`src/rtl/memory_stage.sv`:
```
// memory_stage: MEM pipeline stage in front of writeback_stage.
//
// Issues loads/stores to data memory over a req/ack bus. While a transaction is
// outstanding it stalls upstream. It aligns and extends load data, then
// registers the MEM/WB payload.
//
// Ports
//   clk, rst_n          : clock, asynchronous active-low reset
//   MEM_*_i             : instruction currently in MEM (held by upstream while stalled)
//   MEM_stall_o         : upstream must hold its MEM inputs (combinational)
//   dmem_req_o/we_o     : bus request / write strobe (registered)
//   dmem_addr_o/be_o    : word address and byte enables (registered)
//   dmem_wdata_o        : lane-replicated store data (registered)
//   dmem_ack_i/rdata_i  : transaction complete / read word
//   WB_*_o              : registered MEM/WB payload, WB_exc_o flags a bad access
//
// wb_sel_e encoding: 0 WB_NONE, 1 WB_ALU, 2 WB_MEM, 3 WB_PC4.
module memory_stage #(
  parameter int unsigned DATA_WIDTH = 32
) (
  input  logic                  clk,
  input  logic                  rst_n,
  input  logic                  MEM_valid_i,
  input  logic                  MEM_MemRead_i,
  input  logic                  MEM_MemWrite_i,
  input  logic [2:0]            MEM_funct3_i,
  input  logic [DATA_WIDTH-1:0] MEM_alu_result_i,
  input  logic [DATA_WIDTH-1:0] MEM_rs2_data_i,
  input  logic [DATA_WIDTH-1:0] MEM_pc_plus4_i,
  input  logic [4:0]            MEM_rd_addr_i,
  input  logic                  MEM_RegWrite_i,
  input  logic [1:0]            MEM_WBSel_i,
  output logic                  MEM_stall_o,
  output logic                  dmem_req_o,
  output logic                  dmem_we_o,
  output logic [DATA_WIDTH-1:0] dmem_addr_o,
  output logic [3:0]            dmem_be_o,
  output logic [DATA_WIDTH-1:0] dmem_wdata_o,
  input  logic                  dmem_ack_i,
  input  logic [DATA_WIDTH-1:0] dmem_rdata_i,
  output logic                  WB_valid_o,
  output logic                  WB_RegWrite_o,
  output logic [4:0]            WB_rd_addr_o,
  output logic [1:0]            WB_WBSel_o,
  output logic [DATA_WIDTH-1:0] WB_alu_result_o,
  output logic [DATA_WIDTH-1:0] WB_rd_data_o,
  output logic [DATA_WIDTH-1:0] WB_pc_plus4_o,
  output logic                  WB_exc_o
);

  localparam logic [1:0] WB_NONE = 2'd0;

  typedef enum logic [0:0] {StIdle, StBusy} state_e;

  state_e state_q, state_d;

  // Bus-side latched transaction
  logic                  req_q, req_d;
  logic                  we_q, we_d;
  logic [DATA_WIDTH-1:0] addr_q, addr_d;
  logic [3:0]            be_q, be_d;
  logic [DATA_WIDTH-1:0] wdata_q, wdata_d;
  logic [2:0]            funct3_q, funct3_d;
  logic [1:0]            off_q, off_d;

  // Latched payload of the outstanding op; its ALU result is {addr_q[31:2], off_q}
  logic [4:0]            lat_rd_q, lat_rd_d;
  logic                  lat_regwrite_q, lat_regwrite_d;
  logic [1:0]            lat_wbsel_q, lat_wbsel_d;
  logic [DATA_WIDTH-1:0] lat_pc4_q, lat_pc4_d;

  // MEM/WB registers
  logic                  wb_valid_q, wb_valid_d;
  logic                  wb_regwrite_q, wb_regwrite_d;
  logic [4:0]            wb_rd_q, wb_rd_d;
  logic [1:0]            wb_wbsel_q, wb_wbsel_d;
  logic [DATA_WIDTH-1:0] wb_alu_q, wb_alu_d;
  logic [DATA_WIDTH-1:0] wb_rd_data_q, wb_rd_data_d;
  logic [DATA_WIDTH-1:0] wb_pc4_q, wb_pc4_d;
  logic                  wb_exc_q, wb_exc_d;

  logic                  stall;

  // ---------------------------------------------------------------------------
  // Access decode for the incoming instruction
  // ---------------------------------------------------------------------------
  logic                  mem_op;
  logic                  f3_ok;
  logic                  aligned;
  logic                  legal;
  logic [1:0]            in_off;
  logic [3:0]            st_be;
  logic [DATA_WIDTH-1:0] st_wdata;

  assign mem_op = MEM_valid_i & (MEM_MemRead_i | MEM_MemWrite_i);
  assign in_off = MEM_alu_result_i[1:0];

  always_comb begin
    f3_ok = 1'b0;
    if (MEM_MemWrite_i) begin
      f3_ok = (MEM_funct3_i == 3'b000) || (MEM_funct3_i == 3'b001) ||
              (MEM_funct3_i == 3'b010);
    end else begin
      f3_ok = (MEM_funct3_i == 3'b000) || (MEM_funct3_i == 3'b001) ||
              (MEM_funct3_i == 3'b010) || (MEM_funct3_i == 3'b100) ||
              (MEM_funct3_i == 3'b101);
    end
  end

  always_comb begin
    aligned = 1'b1;
    unique case (MEM_funct3_i[1:0])
      2'b01:   aligned = (in_off[0] == 1'b0);
      2'b10:   aligned = (in_off == 2'b00);
      default: aligned = 1'b1;
    endcase
  end

  assign legal = f3_ok & aligned;

  // Store lanes; loads request the whole word and drive no data
  always_comb begin
    st_be    = 4'b1111;
    st_wdata = '0;
    if (MEM_MemWrite_i) begin
      unique case (MEM_funct3_i[1:0])
        2'b00: begin
          st_be    = 4'b0001 << in_off;
          st_wdata = {4{MEM_rs2_data_i[7:0]}};
        end
        2'b01: begin
          st_be    = 4'b0011 << in_off;
          st_wdata = {2{MEM_rs2_data_i[15:0]}};
        end
        default: begin
          st_be    = 4'b1111;
          st_wdata = MEM_rs2_data_i;
        end
      endcase
    end
  end

  // ---------------------------------------------------------------------------
  // Load extraction from the acked word
  // ---------------------------------------------------------------------------
  logic [DATA_WIDTH-1:0] shifted;
  logic [DATA_WIDTH-1:0] ld_data;

  assign shifted = dmem_rdata_i >> {off_q, 3'b000};

  always_comb begin
    ld_data = shifted;
    unique case (funct3_q)
      3'b000:  ld_data = {{24{shifted[7]}}, shifted[7:0]};
      3'b001:  ld_data = {{16{shifted[15]}}, shifted[15:0]};
      3'b100:  ld_data = {24'b0, shifted[7:0]};
      3'b101:  ld_data = {16'b0, shifted[15:0]};
      default: ld_data = shifted;  // LW: off_q is 0
    endcase
  end

  // ---------------------------------------------------------------------------
  // Next-state / outputs
  // ---------------------------------------------------------------------------
  always_comb begin
    state_d        = state_q;
    stall          = 1'b0;
    req_d          = req_q;
    we_d           = we_q;
    addr_d         = addr_q;
    be_d           = be_q;
    wdata_d        = wdata_q;
    funct3_d       = funct3_q;
    off_d          = off_q;
    lat_rd_d       = lat_rd_q;
    lat_regwrite_d = lat_regwrite_q;
    lat_wbsel_d    = lat_wbsel_q;
    lat_pc4_d      = lat_pc4_q;
    // Bubble unless something retires; other WB fields hold
    wb_valid_d     = 1'b0;
    wb_regwrite_d  = 1'b0;
    wb_exc_d       = 1'b0;
    wb_rd_d        = wb_rd_q;
    wb_wbsel_d     = wb_wbsel_q;
    wb_alu_d       = wb_alu_q;
    wb_rd_data_d   = wb_rd_data_q;
    wb_pc4_d       = wb_pc4_q;

    unique case (state_q)
      StIdle: begin
        if (mem_op && legal) begin
          stall          = 1'b1;
          state_d        = StBusy;
          req_d          = 1'b1;
          we_d           = MEM_MemWrite_i;
          addr_d         = {MEM_alu_result_i[DATA_WIDTH-1:2], 2'b00};
          be_d           = st_be;
          wdata_d        = st_wdata;
          funct3_d       = MEM_funct3_i;
          off_d          = in_off;
          lat_rd_d       = MEM_rd_addr_i;
          lat_regwrite_d = MEM_RegWrite_i;
          lat_wbsel_d    = MEM_WBSel_i;
          lat_pc4_d      = MEM_pc_plus4_i;
        end else begin
          // Non-memory op, bubble, or a bad access retiring as an exception
          wb_valid_d    = MEM_valid_i;
          wb_regwrite_d = MEM_valid_i & MEM_RegWrite_i & ~mem_op;
          wb_exc_d      = mem_op;
          wb_rd_d       = MEM_rd_addr_i;
          wb_wbsel_d    = MEM_WBSel_i;
          wb_alu_d      = MEM_alu_result_i;
          wb_rd_data_d  = '0;
          wb_pc4_d      = MEM_pc_plus4_i;
        end
      end
      StBusy: begin
        stall = ~dmem_ack_i;
        if (dmem_ack_i) begin
          state_d       = StIdle;
          req_d         = 1'b0;
          wb_valid_d    = 1'b1;
          wb_regwrite_d = lat_regwrite_q;
          wb_rd_d       = lat_rd_q;
          wb_wbsel_d    = lat_wbsel_q;
          wb_alu_d      = {addr_q[DATA_WIDTH-1:2], off_q};
          wb_rd_data_d  = we_q ? '0 : ld_data;
          wb_pc4_d      = lat_pc4_q;
        end
      end
      default: begin
        state_d = StIdle;
        req_d   = 1'b0;
      end
    endcase
  end

  always_ff @(posedge clk or negedge rst_n) begin
    if (!rst_n) begin
      state_q        <= StIdle;
      req_q          <= 1'b0;
      we_q           <= 1'b0;
      addr_q         <= '0;
      be_q           <= '0;
      wdata_q        <= '0;
      funct3_q       <= '0;
      off_q          <= '0;
      lat_rd_q       <= '0;
      lat_regwrite_q <= 1'b0;
      lat_wbsel_q    <= WB_NONE;
      lat_pc4_q      <= '0;
      wb_valid_q     <= 1'b0;
      wb_regwrite_q  <= 1'b0;
      wb_rd_q        <= '0;
      wb_wbsel_q     <= WB_NONE;
      wb_alu_q       <= '0;
      wb_rd_data_q   <= '0;
      wb_pc4_q       <= '0;
      wb_exc_q       <= 1'b0;
    end else begin
      state_q        <= state_d;
      req_q          <= req_d;
      we_q           <= we_d;
      addr_q         <= addr_d;
      be_q           <= be_d;
      wdata_q        <= wdata_d;
      funct3_q       <= funct3_d;
      off_q          <= off_d;
      lat_rd_q       <= lat_rd_d;
      lat_regwrite_q <= lat_regwrite_d;
      lat_wbsel_q    <= lat_wbsel_d;
      lat_pc4_q      <= lat_pc4_d;
      wb_valid_q     <= wb_valid_d;
      wb_regwrite_q  <= wb_regwrite_d;
      wb_rd_q        <= wb_rd_d;
      wb_wbsel_q     <= wb_wbsel_d;
      wb_alu_q       <= wb_alu_d;
      wb_rd_data_q   <= wb_rd_data_d;
      wb_pc4_q       <= wb_pc4_d;
      wb_exc_q       <= wb_exc_d;
    end
  end

  assign MEM_stall_o     = stall;
  assign dmem_req_o      = req_q;
  assign dmem_we_o       = we_q;
  assign dmem_addr_o     = addr_q;
  assign dmem_be_o       = be_q;
  assign dmem_wdata_o    = wdata_q;
  assign WB_valid_o      = wb_valid_q;
  assign WB_RegWrite_o   = wb_regwrite_q;
  assign WB_rd_addr_o    = wb_rd_q;
  assign WB_WBSel_o      = wb_wbsel_q;
  assign WB_alu_result_o = wb_alu_q;
  assign WB_rd_data_o    = wb_rd_data_q;
  assign WB_pc_plus4_o   = wb_pc4_q;
  assign WB_exc_o        = wb_exc_q;

endmodule

```
`config.mk`:
```
export PLATFORM = sky130hd
export DESIGN_NAME = memory_stage
export DESIGN_NICKNAME = d
export VERILOG_FILES = /design/src/rtl/memory_stage.sv
export SDC_FILE = /design/constraint.sdc
export NUM_CORES = 1
export LEC_CHECK = 0
export BUFFER_PORTS_ARGS = -buffer_cell sky130_fd_sc_hd__buf_2
export CORE_MARGIN = 2
export CORE_UTILIZATION = 25
export CTS_CLUSTER_DIAMETER = 50
export DETAILED_ROUTE_END_ITERATION = 10
export HOLD_SLACK_MARGIN = 0.08
export PLACE_DENSITY_LB_ADDON = 0.12
export SYNTH_ARGS = -nofsm -noshare
export SYNTH_HDL_FRONTEND = slang
export SYNTH_SLANG_ARGS = --single-unit
```
`constraint.sdc`:
```
create_clock -name clk -period 3.1 [get_ports clk]
set_clock_uncertainty 0.2 [all_clocks]
set_input_delay 0.31 -clock clk [delete_from_list [all_inputs] [get_ports clk]]
set_output_delay 0.31 -clock clk [all_outputs]
set_load 0.03 [all_outputs]
```
# Word-level counts from Yosys, hierarchy flattened
# Index checks and enable logic that the tools add are counted.
dict set report op_classes {
  eq_ne 12
  shifts 3
  n_mux 38
  n_bitwise 9
  reduce_logical 12
}
# operator count
set op_table {}
lappend op_table {{32-bit two-way mux} 8}
lappend op_table {{32-bit case mux with 2 select lines} 4}
lappend op_table {{32-bit case mux with 4 select lines} 1}
lappend op_table {{32-bit by 5-bit >> shifter with 32-bit output} 1}
lappend op_table {{3-bit equality test (second input constant)} 4}
lappend op_table {{1-bit case mux with 2 select lines} 6}
lappend op_table {{1-bit two-way mux} 11}
lappend op_table {{5-bit two-way mux} 2}
lappend op_table {{5-bit case mux with 2 select lines} 1}
lappend op_table {{4-bit case mux with 2 select lines} 1}
lappend op_table {{3-bit by 1-bit equality test with 1-bit output (second input constant)} 2}
lappend op_table {{3-bit logical NOT} 2}
lappend op_table {{2-bit inequality test (second input constant)} 3}
lappend op_table {{2-bit AND reduction} 3}
lappend op_table {{1-bit AND} 4}
lappend op_table {{2-bit logical NOT} 2}
lappend op_table {{1-bit logical OR} 4}
lappend op_table {{2-bit two-way mux} 2}
lappend op_table {{4-bit two-way mux} 1}
lappend op_table {{1-bit NOT} 4}
lappend op_table {{2-bit case mux with 2 select lines} 1}
lappend op_table {{1-bit by 2-bit left shift with 4-bit output (first input constant)} 1}
lappend op_table {{2-bit by 2-bit left shift with 4-bit output (first input constant)} 1}
lappend op_table {{3-bit by 2-bit equality test with 1-bit output (second input constant)} 1}
lappend op_table {{other kinds (4)} 4}
dict set report word_totals {
  ff_bits 220
  out_inout_bits 177
}

# Depth between registers and ports, before layout
# Gate-level depths: netlist of run 1.
dict set report depth {
  word_depth 10
  mapped_depth 11
}

# Least setup slack after synthesis of run 1
# Ideal clock, no wire load.
dict set report synth_timing {
  path_type {input-to-reg}
  start {input MEM_funct3_i[1]}
  end {register wb_rd_data_q[3], in the netlist WB_rd_data_o[3]}
  setup_time_ns 0.128
  arrival_ns 2.455
  t_required_ns 2.772
  path_slack_ns 0.318
  stages 11
  path_buffers 5
  cell_sequence {clkbuf_1 > inv_1 > ha_1 > buf_6 > or2_1 > buf_2 > o2111a_1 > a21boi_2 > buf_6 > buf_6 > mux2_1}
}
dict set report synth_between {
  elab_chain_len 10
  elab_cells_between_ends 17
  classes_between {eq/ne: 7; mux: 2; bitwise: 1; reduce/logical: 7}
}
# item line_no
set synth_rtl {}
lappend synth_rtl {{start, declared} 26} ;# input logic [2:0] MEM_funct3_i,
lappend synth_rtl {{3-bit by 1-bit equality test with 1-bit output / 3-bit logical NOT (equally long branches)} {101, 104}}
lappend synth_rtl {{1-bit logical OR (2 in a row)} {101, 104}}
lappend synth_rtl {{1-bit logical OR (2 in a row)} 105} ;# (MEM_funct3_i == 3'b010) || (MEM_funct3_i == 3'b100) ||
lappend synth_rtl {{1-bit two-way mux} 100} ;# if (MEM_MemWrite_i) begin
lappend synth_rtl {{1-bit AND *} 119} ;# assign legal = f3_ok & aligned;
lappend synth_rtl {{1-bit logical AND *} 191} ;# if (mem_op && legal) begin
lappend synth_rtl {{2-bit inequality test (no source line) *} --}
lappend synth_rtl {{2-bit AND reduction (no source line) *} --}
lappend synth_rtl {{end signal, assigned} 278} ;# wb_rd_data_q <= wb_rd_data_d;
lappend synth_rtl {{end, declared} 78} ;# logic [DATA_WIDTH-1:0] wb_rd_data_q, wb_rd_data_d;
# Every way passes the cells marked *; elsewhere a longest branch is shown, timed or not.
# A chain may end at the register's enable or synchronous reset.

# Final worst setup path of run 1
dict set report layout_timing {
  start {input MEM_alu_result_i[0]}
  end {output MEM_stall_o}
}
dict set report layout_between {
  elab_chain_len 6
  elab_cells_between_ends 7
  classes_between {mux: 3; bitwise: 2; reduce/logical: 2}
}
# item line_no
set layout_rtl {}
lappend layout_rtl {{start, declared} 27} ;# input logic [DATA_WIDTH-1:0] MEM_alu_result_i,
lappend layout_rtl {{2-bit logical NOT / 1-bit NOT (equally long branches)} {114, 113}}
lappend layout_rtl {{1-bit case mux with 2 select lines *} 112} ;# unique case (MEM_funct3_i[1:0])
lappend layout_rtl {{1-bit AND *} 119}
lappend layout_rtl {{1-bit logical AND *} 191}
lappend layout_rtl {{1-bit two-way mux *} 191}
lappend layout_rtl {{1-bit case mux with 2 select lines *} 189} ;# unique case (state_q)
lappend layout_rtl {{end, declared} 33} ;# output logic MEM_stall_o,
# Marks and branches as above.

==> results.cfg, run 1 <==
[power]
power_frac_comb_pct = 29.2
ir_drop_uv = 373
switching_power_mw = 3.83
power_density_nw_per_um2 = 753
switching_share_pct = 33.9
intPower_mw = 7.47
pwr-share-clk_pct = 36.1
pwr-share-seq_pct = 34.7
p_leak_nw = 6.96

[timing]
setup_viol = 0
tightest_slew_ps = 1160
min_period_over_period_pct = 93.2
fmax_ghz = 0.346
grt_setup_unrepaired = false
fin_crit_ps = 2890
drv_slew = 0
tns_ps = 0
hold_violations = 0
slew_headroom_pct = 22.3

[clock_tree]
cts-buffers-inserted = 36
cts_tree = done
clock_latency_ps = 530
max-clock-path-buffers = 3
postCtsSetupBuffers = 0
htreeDepth = 2
cts_sinks = 220
cts_root_buf = clkbuf_16
clkSlewWorstSetupHoldPaths_ps = 50

[detailed_routing]
ant_nets = 0
first_iter_violations = 244
routedWlPerCell_um = 17.5
drcViolationCount = 0
viasPerCell = 4.42
wirelength_um = 31300
vias = 7922
drt_pre_antenna_iters = 4

[final_layout]
syn2layout_area_growth_pct = 47.1
final_cell_mix = buf_2 (318), dfrtp_1 (219), mux2_2 (167)
insertedDiodeCount = 0
final_common_cell = buf_2
drive_gt1_share_pct = 46.0
final_cells = 1794
nNetsFinal = 1384

[placement]
gp_congestion = 0.717
portBuffers = 319
post-dp-hpwl_um = 20700
place_inst = 1588

[global_route]
grt_pass1_vias = 8306
grt_max_degree = 91
gr-usage-all-layers_pct = 14.5
grt_pass1_wl_um = 47900
antenna_found_initial = 0
overflow = 0

[worst_setup_path]
worst_ep_arrival_time_ps = 2380
r2r-start = state_q
r2r_cells = 6
worstPathMaxFanout = 24
reg2reg_slack_ps = 710
cp-end-kind = output port
required_ps = 2590
startpoint_type = input pin
worstReg2RegEnd = dmem_wdata_o[24]
path_class = in2out

[die]
die_width_um = 206
ios = 322
start_util_pct = 25.2
die_area_um2 = 42500
core_um2 = 40600
die_h_um = 206
num_rows = 74

[hold_path]
holdCritPathClass = in2reg
holdCritStartpoint = dmem_rdata_i[10]
whs_endpoint = WB_rd_data_o[10]
whs_path_depth = 5

[synthesis]
yosys.area_share.simple_pct = 3.31
synth-xor-area-share_pct = 0.0858
postSynth.asyncResetShare_pct = 100
synth.cell_area_um2 = 10200
synth_compound_area_share_pct = 10.2
synth_edf_count = 0
synth_top_family_by_area = multiplexers
netlist_instances = 774
synthMuxAreaShare_pct = 28.0
ys_types = 45
synthAdderAreaFrac_pct = 0.368
syn_avg_cell_area_um2 = 13.2
ys_seq_area_share_pct = 53.9
synth-seq-cells = 220
yosysWarnings = 0
synth_flop_cell = dfrtp_1

[run]
maxCapViolCount = 0

[run_status]
status = finished clean
[metrics by stage]
| stage | hold slack, ps | area (um2) | util, % | setup slack (ps) | power (mW) |
|---|---|---|---|---|---|
| after floorplan | -186 | 10200 | - | 318 | 6.08 |
| after CTS | 89.1 | 15000 | 37.0 | 12.0 | 11.5 |
| after global placement | 220 | 12400 | 30.5 | 312 | 7.13 |
| after detailed placement | 214 | 12400 | 30.5 | 309 | 7.16 |
| after global routing | 132 | 15000 | 37.0 | 122 | 11.9 |
| final | 117 | 15000 | 37.0 | 212 | 11.3 |
[metal layers]
| metal | vias to the layer above | share of wire, % | global-route usage, % |
|---|---|---|---|
| met3 | 44 | 5.9 | 3.53 |
| met2 | 195 | 47 | 23.0 |
| met1 | 3908 | 45 | 19.1 |
| met4 | 0 | 2.2 | 5.54 |
| li1 | 3775 | - | - |
| met5 | - | 0 | 0 |
[worst max path at each step]
stage / slack [ps] / end / start / cells past startpoint
floorplan: 320 / WB_rd_data_o[3] / MEM_funct3_i[1] / 11
global placement: 310 / MEM_stall_o / MEM_funct3_i[1] / 8
detailed placement: 310 / MEM_stall_o / MEM_funct3_i[1] / 8
CTS: 10 / MEM_stall_o / state_q / 5
global route: 120 / MEM_stall_o / state_q / 5
finish: 210 / MEM_stall_o / MEM_alu_result_i[0] / 7
[cells in the mapped netlist (2+ instances only)]
master | number | area share [%]
a2111oi_0 | 2 | 0.17
a21oi_1 | 15 | 0.74
a221o_1 | 16 | 1.6
a22o_1 | 9 | 0.77
buf_1 | 3 | 0.11
buf_2 | 8 | 0.39
buf_4 | 4 | 0.29
buf_6 | 17 | 1.9
clkbuf_1 | 30 | 1.1
dfrtp_1 | 220 | 54
ha_1 | 3 | 0.37
inv_1 | 6 | 0.22
mux2_1 | 70 | 7.7
mux2_2 | 167 | 18
mux2i_1 | 17 | 1.7
nand2_1 | 24 | 0.88
nand2b_1 | 2 | 0.12
nand3_1 | 5 | 0.25
nor2_1 | 28 | 1.0
nor2b_1 | 4 | 0.25
o2111ai_1 | 2 | 0.17
o211ai_1 | 2 | 0.15
o21ai_0 | 62 | 3.0
o2bb2ai_1 | 21 | 1.8
o31ai_1 | 16 | 1.2
or2_2 | 2 | 0.12
[critical path: stages]
cell and delay [ps]:
dlygate4sd3_1 540, buf_2 170, or3b_1 390, nand3_1 260, a21boi_4 150, inv_4 270, buf_2 270
[state kept, by name, indices dropped and copies added (netlist names), 3 cells and up]
signal / flops
funct3_q: 3
WB_rd_data_o: 32
WB_rd_addr_o: 5
lat_pc4_q: 32
dmem_be_o: 4
WB_alu_result_o: 32
WB_pc_plus4_o: 32
dmem_wdata_o: 32
lat_rd_q: 5
dmem_addr_o: 30
[power by group through the flow]
stage                     Sequential (mW)  Combinational (mW)  Clock (mW)
after floorplan                      4.83                1.25           0
after global placement               3.96                3.18           0
after detailed placement             3.97                3.19           0
after CTS                            3.93                3.36        4.22
after global routing                 4.02                3.56        4.35
final                                3.92                3.30        4.08
[layout make-up]
type	count	area, um2
flip-flops and latches	220	5510
multi-input cells	486	4320
fillers	4076	25500
inverters	7	28.8
well taps	532	666
repair buffers	485	3280
clock inverters	18	209
clock buffers	46	1000
[repair_timing]
item | in CTS | in global routing
gates resized for setup | 0 | 2
endpoints found under the setup margin | 0 | 1
hold buffers | 142 | 0
hold endpoints to repair | 300 | 0
[kinds of logic after synthesis]
kind of cell               count (synthesis)
other                                      1
AOI/OAI and AO/OA                        152
muxes                                    255
xor gates and xnor gates                   1
DFF                                      220
and+or+nand+nor                           73
adders and majority gates                  3
buffers and inverters                     69
Note: power is estimated with default switching activity, not from simulation.
==> run 2: changes to the inputs <==
PLACE_DENSITY = 0.54   (was unset)
PLACE_DENSITY_LB_ADDON = unset   (was 0.12)
==> run 2 against run 1 <==
Net effect:
- setup slack lost 87 ps
- via count rose by 1.1%
- non-clock buffer count grew 7
- hold slack improved by 3.3 ps
- sequential power barely moved
- combinational power is essentially flat
- sequential cell count did not move
- cell area is 0.67% lower
- critical path depth is 2 higher
- wire length shrank 2.4%
- final cell count decreased by 0.11%
- clock-buffer cell count is 3 lower
==> results.cfg, run 2 (synthesis results as in run 1) <==
[global_route]
grt_pass1_vias = 8675
antenna_found_initial = 0
gr-usage-all-layers_pct = 13.9
overflow = 0
grt_max_degree = 74
grt_pass1_wl_um = 47400

[worst_setup_path]
slowest_stage = dlygate4sd3_1
slowest_delay_ps = 540
worstReg2RegEnd = WB_rd_data_o[4]
crit_top_cell = buf_2
worst_ep_arrival_time_ps = 2460
crit_chain = dlygate4sd3_1, buf_2, inv_1, ha_1, or3b_1, nand3_1, a21boi_4, inv_8, buf_2
r2r-start = off_q[0]
cp-startpoint = MEM_funct3_i[0]
worstPathMaxFanout = 32
path_class = in2out
required_ps = 2590
reg2reg_slack_ps = 520
r2r_cells = 7
cp-end-kind = output port
startpoint_type = input pin

[die]
die_area_um2 = 42500
core_um2 = 40600
num_rows = 74
die_width_um = 206
ios = 322
start_util_pct = 25.2
die_h_um = 206

[hold_path]
holdCritPathClass = in2reg
whs_endpoint = WB_rd_data_o[8]
holdCritStartpoint = dmem_rdata_i[8]
whs_path_depth = 5

[timing]
drv_slew = 0
slew_headroom_pct = 29.6
setup_viol = 0
tns_ps = 0
min_period_over_period_pct = 96.0
hold_violations = 0
tightest_slew_ps = 1050
hold_ws_ps = 120
fin_crit_ps = 2970
fmax_ghz = 0.336
grt_setup_unrepaired = false

[detailed_routing]
vias = 8012
wirelength_um = 30600
drcViolationCount = 0
viasPerCell = 4.47
routedWlPerCell_um = 17.1
drt_pre_antenna_iters = 4
first_iter_violations = 286
ant_nets = 0

[clock_tree]
cts_sinks = 220
cts_root_buf = clkbuf_16
cts_tree = done
htreeDepth = 1
clock_latency_ps = 550
cts-buffers-inserted = 30
max-clock-path-buffers = 3
clkSlewWorstSetupHoldPaths_ps = 60

[power]
pwr-share-clk_pct = 32.8
intPower_mw = 7.10
ir_drop_uv = 472
switching_power_mw = 3.70
pwr-share-seq_pct = 36.4
power_frac_comb_pct = 30.8
power_density_nw_per_um2 = 724
switching_share_pct = 34.3
p_leak_nw = 6.90

[run_status]
status = finished clean

[placement]
gp_congestion = 0.729
portBuffers = 319
post-dp-hpwl_um = 20100

[final_layout]
syn2layout_area_growth_pct = 46.1
final_cell_mix = buf_2 (318), dfrtp_1 (219), mux2_2 (167)
drive_gt1_share_pct = 45.5
final_common_cell = buf_2
nNetsFinal = 1385
insertedDiodeCount = 0

[run]
maxCapViolCount = 0
==> run 2: cell count changes in the layout (fill, tap and decap cells not counted), sizes merged <==
cell and change:
buf +2, bufinv -1, dlygate4sd3 +5, clkinv -2, inv -1, clkbuf -3
clkinvlp -2
==> run 2: critical path, delay by kind of cell <==
family	cells	cell delay (ps)
adders and majority gates	1	160
AOI/OAI and AO/OA	1	140
and+or+nand+nor	2	620
buffers and inverters	5	1210
==> run 2: power by group through the flow <==
stage | Sequential [mW] | Combinational [mW] | Clock [mW]
after floorplan | 4.83 | 1.25 | 0
after global routing | 4.02 | 3.57 | 3.78
after CTS | 3.93 | 3.37 | 3.65
after global placement | 3.94 | 3.17 | 0
after detailed placement | 3.97 | 3.19 | 0
final | 3.93 | 3.32 | 3.55
==> run 2: worst max-delay path by stage <==
stage,cells after the start,slack [ps],endpoint
after global placement,8,400,WB_alu_result_o[31]
after detailed placement,8,370,WB_alu_result_o[31]
after CTS,9,20,MEM_stall_o
final,9,130,MEM_stall_o
after floorplan,11,320,WB_rd_data_o[3]
after global routing,10,20,MEM_stall_o
==> run 2: through the flow <==
stage,power (mW),setup slack [ps],area [um2],instances,utilization (%)
after CTS,10.9,15.1,14900,1792,36.8
after floorplan,6.08,318,10200,775,-
after global routing,11.4,18.1,14900,1792,36.8
after global placement,7.10,399,12400,1590,30.6
after detailed placement,7.16,371,12400,1590,30.6
final,10.8,125,14900,1792,36.8
==> run 2: timing repair <==
| action | 4_1_cts | 5_1_grt |
|---|---|---|
| setup buffers | 0 | 0 |
| hold buffers | 147 | 0 |
| endpoints found under the hold margin | 435 | 0 |
| resized for setup | 1 | 4 |
| pin swaps | 0 | 0 |
| setup endpoints to repair | 1 | 1 |
==> run 2: layer usage <==
layer  GRT usage, %  vias to the layer above  part of all wire [%]
li1               -                     3758                     -
met1           17.4                     3986                    43
met2           24.2                      230                    49
met3           3.47                       38                   6.1
met4           3.19                        0                   1.9
met5              0                        -                     0
==> run 2: cell type report <==
| type | instances | area (um2) |
|---|---|---|
| timing repair buffer | 492 | 3350 |
| sequential | 220 | 5510 |
| fill | 4014 | 25600 |
| multi-input combinational | 486 | 4320 |
| tap | 532 | 666 |
| clock buffer | 43 | 881 |
| inverter | 7 | 33.8 |
| clock inverter | 12 | 156 |
